[config.mk]
export PLATFORM = sky130hd
export DESIGN_NAME = nx_fifo_drain
export DESIGN_NICKNAME = d
export VERILOG_FILES = /design/src/rtl/nx_fifo_drain.sv
export SDC_FILE = /design/constraint.sdc
export NUM_CORES = 1
export LEC_CHECK = 0
export BUFFER_PORTS_ARGS = -buffer_cell sky130_fd_sc_hd__buf_2
export CAP_MARGIN = 25
export CELL_PAD_IN_SITES_DETAIL_PLACEMENT = 1
export CELL_PAD_IN_SITES_GLOBAL_PLACEMENT = 1
export CORE_AREA = 2 2 59 61
export CTS_CLUSTER_SIZE = 24
export DETAILED_ROUTE_END_ITERATION = 8
export DIE_AREA = 0 0 61 63
export GPL_TIMING_DRIVEN = 0
export PLACE_DENSITY = 0.8
export SETUP_SLACK_MARGIN = 0.3
export SYNTH_ARGS = -nofsm -noshare
export SYNTH_HDL_FRONTEND = slang
export SYNTH_SLANG_ARGS = --single-unit
[constraint.sdc]
create_clock -name clk -period 4.99 [get_ports clk]
set_clock_uncertainty 0.15 [all_clocks]
set_input_delay 0.499 -clock clk [delete_from_list [all_inputs] [get_ports clk]]
set_output_delay 0.499 -clock clk [all_outputs]
set_load 0.005 [all_outputs]
[src/rtl/nx_fifo_drain.sv]
// -----------------------------------------------------------------------------
// nx_fifo_drain
// -----------------------------------------------------------------------------
// Read-side partner of the nx_fifo show-ahead FIFO. Pops words whenever the
// FIFO has data and there is room locally, and presents them on a
// valid/ready stream driven straight from local flops. A two-entry skid
// buffer sits between the FIFO and the stream. Because of that buffer,
// fifo_ren never has to look at out_ready, and one word per clock can still
// be sustained.
//
// Parameters
//   WIDTH  data width, must match the attached FIFO
//   CNT_W  width of the delivered-beat counter (wraps, no saturation)
//
// Ports
//   clk         in   clock, single domain
//   rst         in   synchronous active-high reset
//   fifo_empty  in   FIFO empty flag
//   fifo_rdata  in   FIFO head data (show-ahead), valid when !fifo_empty
//   fifo_ren    out  FIFO pop strobe (combinational, independent of out_ready)
//   clear       in   synchronous flush of the local buffer
//   out_valid   out  stream valid
//   out_data    out  stream data (zero while nothing is buffered)
//   out_ready   in   stream ready
//   out_count   out  number of accepted out_valid && out_ready beats
//   busy        out  local buffer holds at least one word
// -----------------------------------------------------------------------------
module nx_fifo_drain #(
    parameter int WIDTH = 4,
    parameter int CNT_W = 16
) (
    input  logic             clk,
    input  logic             rst,
    input  logic             fifo_empty,
    input  logic [WIDTH-1:0] fifo_rdata,
    output logic             fifo_ren,
    input  logic             clear,
    output logic             out_valid,
    output logic [WIDTH-1:0] out_data,
    input  logic             out_ready,
    output logic [CNT_W-1:0] out_count,
    output logic             busy
);

    // Buffer occupancy doubles as the FSM state.
    localparam logic [1:0] EMPTY = 2'd0;
    localparam logic [1:0] ONE   = 2'd1;
    localparam logic [1:0] FULL  = 2'd2;

    localparam logic [CNT_W-1:0] CNT_ONE = {{(CNT_W-1){1'b0}}, 1'b1};

    logic [1:0]       state;
    logic [WIDTH-1:0] skid_head;
    logic [WIDTH-1:0] skid_over;
    logic             pop;
    logic             take;

    // The pop decision uses only local occupancy. Space is guaranteed when
    // occupancy is below two, so a word popped during a take cycle always
    // has somewhere to land. That keeps out_ready out of the ren path.
    always_comb begin
        pop      = !rst && !clear && !fifo_empty && (state != FULL);
        fifo_ren = pop;
    end

    // The stream outputs come straight from the state and head flops. The data
    // is masked to zero while empty, so a stale head word never shows up.
    always_comb begin
        out_valid = (state != EMPTY);
        busy      = (state != EMPTY);
        out_data  = (state != EMPTY) ? skid_head : '0;
        take      = out_valid && out_ready;
    end

    // Skid buffer and counter. clear drops the buffered words but still
    // counts a beat that is accepted in the same cycle. skid_head is always
    // the oldest word. skid_over only fills when the head is stalled.
    always_ff @(posedge clk) begin
        if (rst) begin
            state     <= EMPTY;
            skid_head <= '0;
            skid_over <= '0;
            out_count <= '0;
        end else begin
            if (take) begin
                out_count <= out_count + CNT_ONE;
            end
            if (clear) begin
                state <= EMPTY;
            end else begin
                case (state)
                    EMPTY: begin
                        if (pop) begin
                            state     <= ONE;
                            skid_head <= fifo_rdata;
                        end
                    end
                    ONE: begin
                        if (pop && take) begin
                            skid_head <= fifo_rdata;
                        end else if (pop) begin
                            state     <= FULL;
                            skid_over <= fifo_rdata;
                        end else if (take) begin
                            state <= EMPTY;
                        end
                    end
                    FULL: begin
                        if (take) begin
                            state     <= ONE;
                            skid_head <= skid_over;
                        end
                    end
                    default: begin
                        state <= EMPTY;
                    end
                endcase
            end
        end
    end

endmodule

Word level (Yosys, flattened, before mapping):

Index checks and enable logic that the tools add are counted.

* bits in registers: 26
* input port bits: 9
* output and inout bits: 23
* word-level logic and storage cells: 41

* $add $sub $neg: 1
* eq/ne operators: 8
* muxes and demuxes: 11
* bitwise operators: 2
* reduce and logical (&&, ||, !) cells: 15

Operators with widths (count)
* $add 16x1->16 const B: 1
* $mux 4: 4
* $pmux 4 s3: 1
* $mux 2: 5
* $ne 2x2->1 const B: 5
* $reduce_and 4->1: 2
* $pmux 2 s3: 1
* $logic_and 1x1->1: 5
* $reduce_and 5->1: 1
* $logic_not 1->1: 3
* $ne 3x3->1 const B: 1
* $reduce_bool 3->1: 1
* $eq 2x1->1 const B: 1
* $eq 2x2->1 const B: 1
* $logic_not 2->1: 1
* $not 1->1: 2
* $reduce_bool 2->1: 1
* $reduce_or 2->1: 1

Logic depth before layout (Yosys ltp):

Gate-level depths: netlist of the first run.

* word-level depth: 7
* mapped depth: 6
* mapped depth without buffers: 5

Worst setup path before layout of the first run:

Ideal clock, no wire load.

* path type: input to register
* from: in out_ready
* to: reg out_count[15]
* library setup time: 0.071 ns
* arrival: 1.756 ns
* required time: 4.769 ns
* setup slack: 3.013 ns
* stages on the path: 6
* path buffers: 2
* cells stage by stage: buf_4 > o211ai_2 > or2_2 > clkbuf_1 > or4_1 > a21oi_1

* word-level cells in the longest chain between the ends: 1

RTL lines
* from (decl): line 40 `input logic out_ready,`
* $logic_and 1x1->1: line 72 `take = out_valid && out_ready;`
* to (signal assigned): line 86 `out_count <= out_count + CNT_ONE;`
* to (decl): line 41 `output logic [CNT_W-1:0] out_count,`

No other way between the ends.
A chain may end at the register's enable or synchronous reset.

Worst setup path after layout of the first run:

* from: reg state[1]
* to: out out_data[2]

* word-level cells in the longest chain between the ends: 2

RTL lines
* from (decl): line 52 `logic [1:0] state;`
* from (signal assigned): line 80 `state <= EMPTY;`
* from (signal assigned): line 89 `state <= EMPTY;`
* from (signal assigned): line 94 `state <= ONE;`
* $reduce_bool 2->1: line 71 `out_data = (state != EMPTY) ? skid_head : '0;`
* $mux 4: line 71
* to (decl): line 39 `output logic [WIDTH-1:0] out_data,`

No other way between the ends.

==> results of run 1 <==
==> final cells by class <==
class	count	share of cell area, %
timing repair buffer	29	9.748
tap	46	3.866
sequential	26	34.96
clock buffer	4	2.437
buffer	10	3.361
inverter	2	0.5042
multi-input combinational	102	45.13
==> registers in the layout, indices dropped and copies added (netlist names) <==
name / flops
skid_head: 4
out_count: 16
state: 2
skid_over: 4
==> power breakdown <==
group | switching (uW) | internal (uW)
clock network | 64.7 | 44.5
logic | 16.6 | 11.5
registers | 1.54 | 211
total | 82.8 | 267
==> routing by layer <==
metal	vias to the layer above	part of all wire [%]
met3	2	3.4
met4	0	0.40
met1	529	45
li1	560	-
met2	20	51
met5	-	0
==> cells by family after synthesis <==
family | share of synthesized area, %
AO/OA/AOI/OAI | 13.31
buffers and inverters | 4.604
flip-flops | 41.64
adder cells (fa/ha/maj) | 1.001
multiplexers | 8.008
XOR/XNOR | 7.708
AND/OR/NAND/NOR | 23.72
==> cell usage in the layout, fill, tap and decap left out, types with 3 or more instances in the layout <==
cell type  count
mux2i_1       10
clkbuf_4       3
clkbuf_1       6
o21ai_0        3
xor2_1         6
a21oi_1        9
nand3_1        5
xnor2_1        5
buf_4          3
a311oi_1       4
buf_2         29
dfxtp_1       26
nand2_1        9
nor3_1         3
and2_1         5
nor2_1        19
==> worst paths after layout <==
| check | start | end | depth (start not counted) | slack, ns |
|---|---|---|---|---|
| min | clear | state[1] | 2 | 0.21 |
| max | state[1] | out_data[2] | 5 | 2.75 |
| min reg2reg | out_count[15] | out_count[15] | 2 | 0.35 |
| max reg2reg | state[0] | out_count[15] | 6 | 2.97 |
==> metrics by stage <==
stage / worst slack [ns] / instance area (um2) / hold slack [ns]
floorplan: 3.013 / 1250 / 0.3127
global placement: 2.902 / 1453 / 0.3121
detailed placement: 2.843 / 1453 / 0.3288
CTS: 2.724 / 1489 / 0.2063
global route: 2.597 / 1489 / 0.2288
finish: 2.748 / 1489 / 0.2139
==> key figures, run 1 <==
Synthesis
  • Netlist Area Pre-Place: 0.001250 mm2
  • Syn_nets: 150
  • Number of synthesis warnings: 0
  • Mapped Cells: 140
  • Avg Synthesized Cell Area: 8.928 um2
  • Largest cells by area after synthesis: dfxtp_1, mux2i_1, nor2_1
  • Synth cell count leaders: dfxtp_1, nor2_1, mux2i_1
  • Leading area contributor after synthesis: dfxtp_1
  • Ys flop type: dfxtp_1
  • Sequential fraction of the synthesis area: 41.64%
  • Count leader, synth: dfxtp_1
  • Area fraction of the dominant cell type after synthesis: 41.64%
  • Number of synthesized register bits: 26
  • Post-synth ARST share: 0%
  • Post-synth EDFFs: 0
  • Netlist cell types: 36

Global routing
  • First-pass GRT wire length: 4.919 mm
  • GRT overflow: 0
  • Met1 Track Usage GR: 20.38%
  • GR Util met2: 28.49%
  • Initial antenna violation count: 0
  • Largest net degree at the start of global routing: 15
  • Vias in the first global route: 1135
  • Gr usage total: 16.21%
  • GR Util met3: 2.277%
  • GRT Max-Usage Layer: met2

Timing
  • Final Max Tran Viols: 0
  • RSZ-0062 raised after global routing: false
  • Period utilization: 44.92%
  • Final setup violation count: 0
  • Slew headroom: 52.06%
  • Max Freq: 0.4461 GHz
  • Period minus WS final: 2.242 ns
  • Slew of the pin with the lowest slew margin: 0.7113 ns
  • Final Hold Fails: 0
  • Setup TNS: 0 ns

Critical path
  • Cell Chain, Critical Path: buf_4 > or2_2 > clkbuf_1 > and2_1 > buf_2
  • WS Path Type: reg -> out
  • CP peak stage delay: 0.33 ns
  • WP buf/inv: 3
  • Critical Path Source Type: flip-flop
  • Crit-path max FO: 10
  • CP top delay family: simple AND/OR/NAND/NOR gates
  • Slowest stage cell, crit path: dfxtp_1
  • Critical path required time: 4.34 ns
  • WP data arrival: 1.59 ns
  • Critical path endpoint category: primary output

Floorplanning
  • Die height: 63 um
  • Die Width: 61 um
  • CORE AREA: 0.003232 mm2
  • Io pins: 32
  • Initial Utilization: 38.68%
  • FP Rows: 21
  • Die area: 0.003843 mm2

Routing
  • Drt drc: 0
  • Routed len/inst: 13.62 um
  • DRT Pass-1 Iters: 2
  • DRT antenna net count: 0
  • Initial DRC Count: 20
  • Routed vias: 1111
  • Via density: 5.073
  • Overall routed net length: 2.982 mm

Pwr
  • Pwr dens: 234.7 mW/mm2
  • Static Leak: 0.0006729 uW
  • VDD IR-drop max: 0.09760 mV
  • Design Power: 349.5 uW

Final layout
  • Fill count: 421
  • # diodes: 0
  • Multi-input gate area: 671.9 um2
  • Layout cells sized above 1: 26.59%
  • Register area: 520.5 um2
  • Area growth, synth to finish: 19.12%
  • Final Non-Filler Cells: 219
  • Fin nets: 184
  • Final core utilization: 46.07%

Clocking
  • Latest clock arrival within the worst-skew pair: 0.32 ns
  • Root Buffer: clkbuf_4
  • Clock slew at reported path FFs: 0.14 ns
  • Post-cts resize count: 0
  • Clock sink count: 26
  • CTS tree: built
  • Cts hold-fix bufs: 0
  • CTS buffer count: 3
  • Clk buf depth: 2
  • H-tree lvl count: 1
  • Post-CTS Setup Inserts: 0

Placed design
  • GP Congestion: 0.7548
  • PortBufs: 29
  • Post-Place Cells: 215
  • DP Wirelength: 2.338 mm

Job
  • Max-capacitance violation count: 0

Status
  • Outcome: completed

Worst hold path
  • Worst min path class: in -> reg
(Power assumes the default switching activity.)
==> run 2: changes to the inputs <==
Settings changed: ABC_AREA set to 1, CORE_AREA 2 2 59 61 to 2 2 68 70, DIE_AREA 0 0 61 63 to 0 0 70 72, PLACE_DENSITY 0.8 to 0.72.
Clock period 4.99 ns to 1.85 ns, I/O delays scaled along.
==> run 2 against run 1 <==
Via count rose by 21%. First-iteration DRC count is 50% higher. Global-route usage shrank 2.7 points. Largest cell class unchanged. Largest power group unchanged. Setup slack lost 2.4 ns. Clock power increased to 3.5 times the previous value. Design area rose by 15%. Combinational power grew to 2.7 times the previous value. Wire length up 9.0%. Worst hold slack worse by 0.20 ns. Sequential share of layout area fell by 3.8 points. Sequential power grew to 2.7 times the previous value. Flip-flop and latch count unchanged.
==> key figures, run 2 <==
Routing
  • Routed wl met2: 1.563 mm
  • WL met3: 93 um
  • Met1 WL: 1.521 mm
  • Via density: 4.554
  • Overall routed net length: 3.249 mm
  • Initial DRC Count: 30
  • Routed vias: 1339
  • Top Layer Used: met4
  • DRT antenna net count: 0
  • Routed len/inst: 11.05 um
  • Drt drc: 0
  • DRT Pass-1 Iters: 4

Final layout
  • Layout cells sized above 1: 26.45%
  • Leading cell type in the layout, fill and taps excluded: nand2_1
  • Most frequent cells in the layout: nand2_1, nor2_1, buf_2
  • Final core utilization: 40.23%
  • Largest Register: out_count
  • # diodes: 0
  • Regs by FF count: out_count: 16 flops, skid_head: 4 flops, skid_over: 4 flops
  • Fin nets: 253
  • Largest register FFs: 16
  • Area growth, synth to finish: 28.97%

Synthesis
  • Simple-gate portion of the synthesized area: 36.78%
  • Number of synthesized register bits: 26
  • Sequential fraction of the synthesis area: 39.13%
  • Mapped Cells: 202
  • Adder-Cell Fraction of Synth Area: 0.9407%
  • Post-synth ARST share: 0%
  • Post-synth EDFFs: 0
  • Mux cell area share after synthesis: 0%
  • Area fraction of the dominant cell type after synthesis: 39.13%
  • Number of synthesis warnings: 0
  • Netlist cell types: 17
  • Syn_nets: 212
  • Compound-Gate Fraction of Synth Area: 12.32%
  • Avg Synthesized Cell Area: 6.584 um2
  • Main combinational cell family by area after synthesis: simple AND/OR/NAND/NOR gates
  • Ys flop type: dfxtp_1
  • Largest cells by area after synthesis: dfxtp_1, nand2_1, nor2_1
  • XOR/XNOR Fraction of Synth Area: 0%
  • Netlist Area Pre-Place: 0.001330 mm2
  • Synth cell count leaders: nand2_1, nor2_1, inv_1
  • Leading area contributor after synthesis: dfxtp_1
  • Count leader, synth: nand2_1

Pwr
  • Reg power frac: 55.3%
  • Internal: 783.5 uW
  • Design Power: 1023 uW
  • Switching Fraction: 23.39%
  • Switch Pwr: 239.2 uW
  • Pwr dens: 596.2 mW/mm2
  • Combinational power share: 7.4%
  • Clk pwr share: 37.2%
  • Static Leak: 0.0007769 uW
  • VDD IR-drop max: 0.2384 mV

Global routing
  • GRT overflow: 0
  • Vias in the first global route: 1261
  • Initial antenna violation count: 0
  • Gr usage total: 13.50%
  • Largest net degree at the start of global routing: 15
  • First-pass GRT wire length: 5.492 mm

Placed design
  • DP Wirelength: 2.458 mm
  • PortBufs: 31
  • GP Congestion: 0.7889

Clocking
  • H-tree lvl count: 1
  • CTS tree: built
  • Cts hold-fix bufs: 0
  • Root Buffer: clkbuf_8
  • Clock sink count: 26
  • Clk buf depth: 2
  • Latest clock arrival within the worst-skew pair: 0.28 ns
  • Clock slew at reported path FFs: 0.10 ns
  • CTS buffer count: 3

Critical path
  • Cell Chain, Critical Path: ha_4 > nand2_1 > nor2_2 > nand4_1 > nor2_2 > nand2_1 > nand2_1 > nor2_1
  • Slowest stage cell, crit path: dfxtp_4
  • Critical path endpoint category: flip-flop
  • CP peak stage delay: 0.39 ns
  • Critical Path Source Type: flip-flop
  • FF-to-FF path depth: 8
  • Worst reg2reg setup slack: 0.36 ns
  • CP top delay family: simple AND/OR/NAND/NOR gates
  • CP most frequent cell: nand2_1
  • WS Path Type: reg -> reg
  • Critical Path Stages: 8
  • Crit-path max FO: 5
  • WP data arrival: 1.52 ns
  • Critical path required time: 1.88 ns
  • WP buf/inv: 0

Timing
  • Final Hold Fails: 0
  • Slew of the pin with the lowest slew margin: 0.4808 ns
  • Period minus WS final: 1.491 ns
  • Final Max Tran Viols: 0
  • Slew headroom: 67.95%
  • RSZ-0062 raised after global routing: true
  • Max Freq: 0.6709 GHz
  • Final setup violation count: 0
  • Setup TNS: 0 ns
  • Period utilization: 80.57%

Floorplanning
  • Io pins: 32
  • FP Rows: 24
  • Initial Utilization: 31.19%
  • Die Width: 70 um
  • Die area: 0.005040 mm2
  • Die height: 72 um
  • CORE AREA: 0.004264 mm2

Worst hold path
  • Worst min path class: in -> reg
  • Hold path depth: 3

Job
  • Max-capacitance violation count: 0

Status
  • Outcome: completed
## run 2: cell types whose count changed after synthesis, sizes merged, moves of 5 or more
cell,before,now
a21oi,9,15
and2,5,0
clkbuf,7,1
inv,2,32
mux2i,10,0
nand2,9,45
nand3,5,14
nor2,19,45
o21ai,3,11
xnor2,5,0
xor2,6,0
## run 2: worst paths after layout
kind / endpoint / startpoint
worst max-delay path: out_count[14] / out_count[0]
worst min-delay path: skid_over[3] / fifo_rdata[3]
worst max register to register: out_count[14] / out_count[0]
worst min register to register: out_count[0] / out_count[0]
## run 2: worst register-to-register path: stages, from the launching register on
cell and delay, ns:
dfxtp_4 0.39, ha_4 0.14, nand2_1 0.07, nor2_2 0.16, nand4_1 0.17, nor2_2 0.17, nand2_1 0.06, nand2_1 0.05
nor2_1 0.04
## run 2: area by class of cell
| class | instances | area [um2] |
|---|---|---|
| inverter | 32 | 120.1 |
| timing repair buffer | 36 | 224.0 |
| multi-input combinational | 140 | 693.2 |
| buffer | 4 | 23.77 |
| fill | 577 | 2549 |
| sequential | 26 | 534.3 |
| clock buffer | 4 | 55.05 |
| tap | 52 | 65.06 |
## run 2: repair_timing
action	4_1_cts	5_1_grt
pin swaps	1	10
setup buffers	1	4
resized for setup	4	19
endpoints found under the setup margin	12	16
## run 2: kinds of logic after synthesis
logic type               count (synthesis)
adder cells (fa/ha/maj)                  1
buffers and inverters                   36
AND/OR/NAND/NOR                        109
flip-flops                              26
AO/OA/AOI/OAI                           30
## run 2: power by group through the flow
| stage | clock network, uW | logic (uW) | registers (uW) |
|---|---|---|---|
| after global placement | 0 | 70.5 | 582 |
| after detailed placement | 0 | 71.6 | 583 |
| after global routing | 426 | 87.9 | 567 |
| after floorplan | 0 | 45.9 | 582 |
| after CTS | 401 | 72.0 | 570 |
| final | 381 | 76.1 | 566 |
## run 2: stage by stage
stage	area [um2]	hold slack, ns	setup WS, ns	cells
finish	1715	0.01838	0.3595	294
global route	1715	0.02649	0.2541	294
CTS	1632	0.02842	0.3031	290
detailed placement	1550	0.3228	0.1752	285
global placement	1550	0.3063	0.2307	285
floorplan	1330	0.1896	0.4308	202
## run 2: routing by layer
metal	GRT usage [%]	vias up
met5	0	-
met4	5.769	0
met3	2.222	7
met2	23.39	21
met1	16.70	597
li1	-	714
==> run 3: changes to the inputs <==
Clock period 1.85 ns to 1.2 ns, I/O delays scaled along.
==> run 3 against run 2 <==
The run now ends with hold timing, setup timing left. Global-route usage is 1.1 points higher. Utilization is 7.7 points higher. Die area stayed put. Setup slack worse by 0.60 ns. Cell count rose by 6.5%. Wire length rose by 11%. Sequential power is 53% higher. Critical path type unchanged.
==> key figures, run 3 (synthesis gave the netlist of run 2 again) <==
Timing
  • Slew of the pin with the lowest slew margin: 0.5905 ns
  • Slew headroom: 60.63%
  • Setup TNS: -5.442 ns
  • Final setup violation count: 33
  • Final Max Tran Viols: 0
  • RSZ-0062 raised after global routing: true
  • Period utilization: 120.1%
  • Fin Hold WS: -0.05751 ns
  • Final Hold Fails: 6
  • Period minus WS final: 1.441 ns
  • Max Freq: 0.6942 GHz
  • Setup ws final: -0.2406 ns

Critical path
  • Worst r2r src: state[0]
  • FF-to-FF path depth: 7
  • WP data arrival: 1.47 ns
  • Critical path endpoint category: flip-flop
  • Crit Reg-Reg Endpoint: out_count[11]
  • Crit-path max FO: 6
  • Critical Path Source Type: flip-flop
  • Worst reg2reg setup slack: -0.24 ns
  • Critical path required time: 1.23 ns
  • WS Path Type: reg -> reg

Pwr
  • Static Leak: 0.0009133 uW
  • Switching Fraction: 22.15%
  • VDD IR-drop max: 0.5748 mV
  • Design Power: 1752 uW
  • Internal: 1364 uW
  • Combinational power share: 7.9%
  • Clk pwr share: 42.8%
  • Switch Pwr: 388.1 uW
  • Reg power frac: 49.3%
  • Pwr dens: 857.0 mW/mm2

Final layout
  • # diodes: 0
  • Layout cells sized above 1: 44.83%
  • Largest Register: out_count
  • Post-route cell area: 0.002044 mm2
  • Fill count: 557
  • Most frequent cells in the layout: nand2_1, nor2_1, inv_1
  • Fin nets: 272
  • Leading cell type in the layout, fill and taps excluded: nand2_1
  • Largest register FFs: 16
  • Regs by FF count: out_count: 16 flops, skid_head: 4 flops, skid_over: 4 flops
  • Area growth, synth to finish: 53.72%
  • Final core utilization: 47.95%

Routing
  • Initial DRC Count: 15
  • DRT antenna net count: 0
  • Via density: 4.569
  • Drt drc: 0
  • DRT Pass-1 Iters: 4
  • Overall routed net length: 3.615 mm
  • Routed len/inst: 11.55 um
  • Routed vias: 1430

Worst hold path
  • Hold_sp: fifo_rdata[2]
  • Worst min path class: in -> reg
  • Hold path depth: 3
  • Hold endpoint: skid_over[2]

Global routing
  • GRT overflow: 0
  • Largest net degree at the start of global routing: 16
  • Gr usage total: 14.61%
  • Initial antenna violation count: 0
  • Vias in the first global route: 1376
  • First-pass GRT wire length: 5.975 mm

Clocking
  • Clk buf depth: 2
  • Clock slew at reported path FFs: 0.10 ns
  • H-tree lvl count: 1
  • Latest clock arrival within the worst-skew pair: 0.28 ns
  • CTS buffer count: 3
  • Clock sink count: 26
  • CTS tree: built
  • Root Buffer: clkbuf_8

Floorplanning
  • Die height: 72 um
  • Io pins: 32
  • Die Width: 70 um
  • FP Rows: 24
  • Die area: 0.005040 mm2
  • Initial Utilization: 31.19%
  • CORE AREA: 0.004264 mm2

Job
  • Max-capacitance violation count: 0

Placed design
  • Placed Area: 0.001597 mm2
  • PortBufs: 31
  • DP Wirelength: 2.487 mm
  • GP Congestion: 0.7027

Status
  • Violated checks: hold timing, setup timing
  • Outcome: finished, violations left
## run 3: critical path, stage by stage (launching register included)
cell	delay, ns
dfxtp_4	0.41
nor2_4	0.07
nor2_4	0.12
nand3_2	0.15
nor2_4	0.16
nand2_1	0.10
nor2_1	0.11
nor2_1	0.05
## run 3: layout make-up
class                   instances  area, um2  area share (%)
plain buffers                   4      31.28           1.530
clock buffers                   3      41.29           2.020
clock inverters                 1      30.03           1.469
inverters                      32      130.1           6.365
multi-input cells             141      769.5           37.64
flip-flops and latches         26      560.5           27.42
well taps                      52      65.06           3.182
repair buffers                 54      416.7           20.38
## run 3: stage by stage
stage               worst slack [ns]  instances
global route                 -0.3549        313
floorplan                    -0.1055        202
global placement             -0.3947        285
CTS                          -0.2269        304
finish                       -0.2406        313
detailed placement           -0.3958        285
## run 3: timing repair
action                                  in CTS  in global routing
buffers inserted                            13                  9
gates resized for setup                     41                 25
pin swaps                                   11                  5
endpoints found under the hold margin        6                  5
gates cloned                                 2                  0
endpoints found under the setup margin      49                 49
## run 3: how the worst max path moves through the flow
| stage | start | endpoint | cells past startpoint |
|---|---|---|---|
| 3_3_place_gp | clear | skid_over[2] | 7 |
| 6_report | state[0] | out_count[11] | 7 |
| 3_5_place_dp | clear | skid_over[2] | 7 |
| 2_1_floorplan | out_count[1] | out_count[14] | 8 |
| 5_1_grt | state[0] | out_count[14] | 8 |
| 4_1_cts | state[1] | out_valid | 4 |
## run 3: metal layers
| layer | wire [um] | track usage, % | share of wire [%] | vias to the layer above |
|---|---|---|---|---|
| met5 | 0 | 0 | 0 | - |
| met4 | 31 | 3.205 | 0.86 | 0 |
| met3 | 114 | 3.333 | 3.2 | 4 |
| met2 | 1859 | 27.41 | 51 | 21 |
| met1 | 1610 | 17.01 | 45 | 650 |
| li1 | - | - | - | 755 |
## run 3: power by group through the flow
| stage | Combinational, uW | Sequential [uW] | Clock, uW |
|---|---|---|---|
| after global placement | 111 | 893 | 0 |
| after floorplan | 74.5 | 892 | 0 |
| final | 139 | 864 | 750 |
| after detailed placement | 113 | 893 | 0 |
| after global routing | 158 | 865 | 803 |
| after CTS | 128 | 868 | 775 |
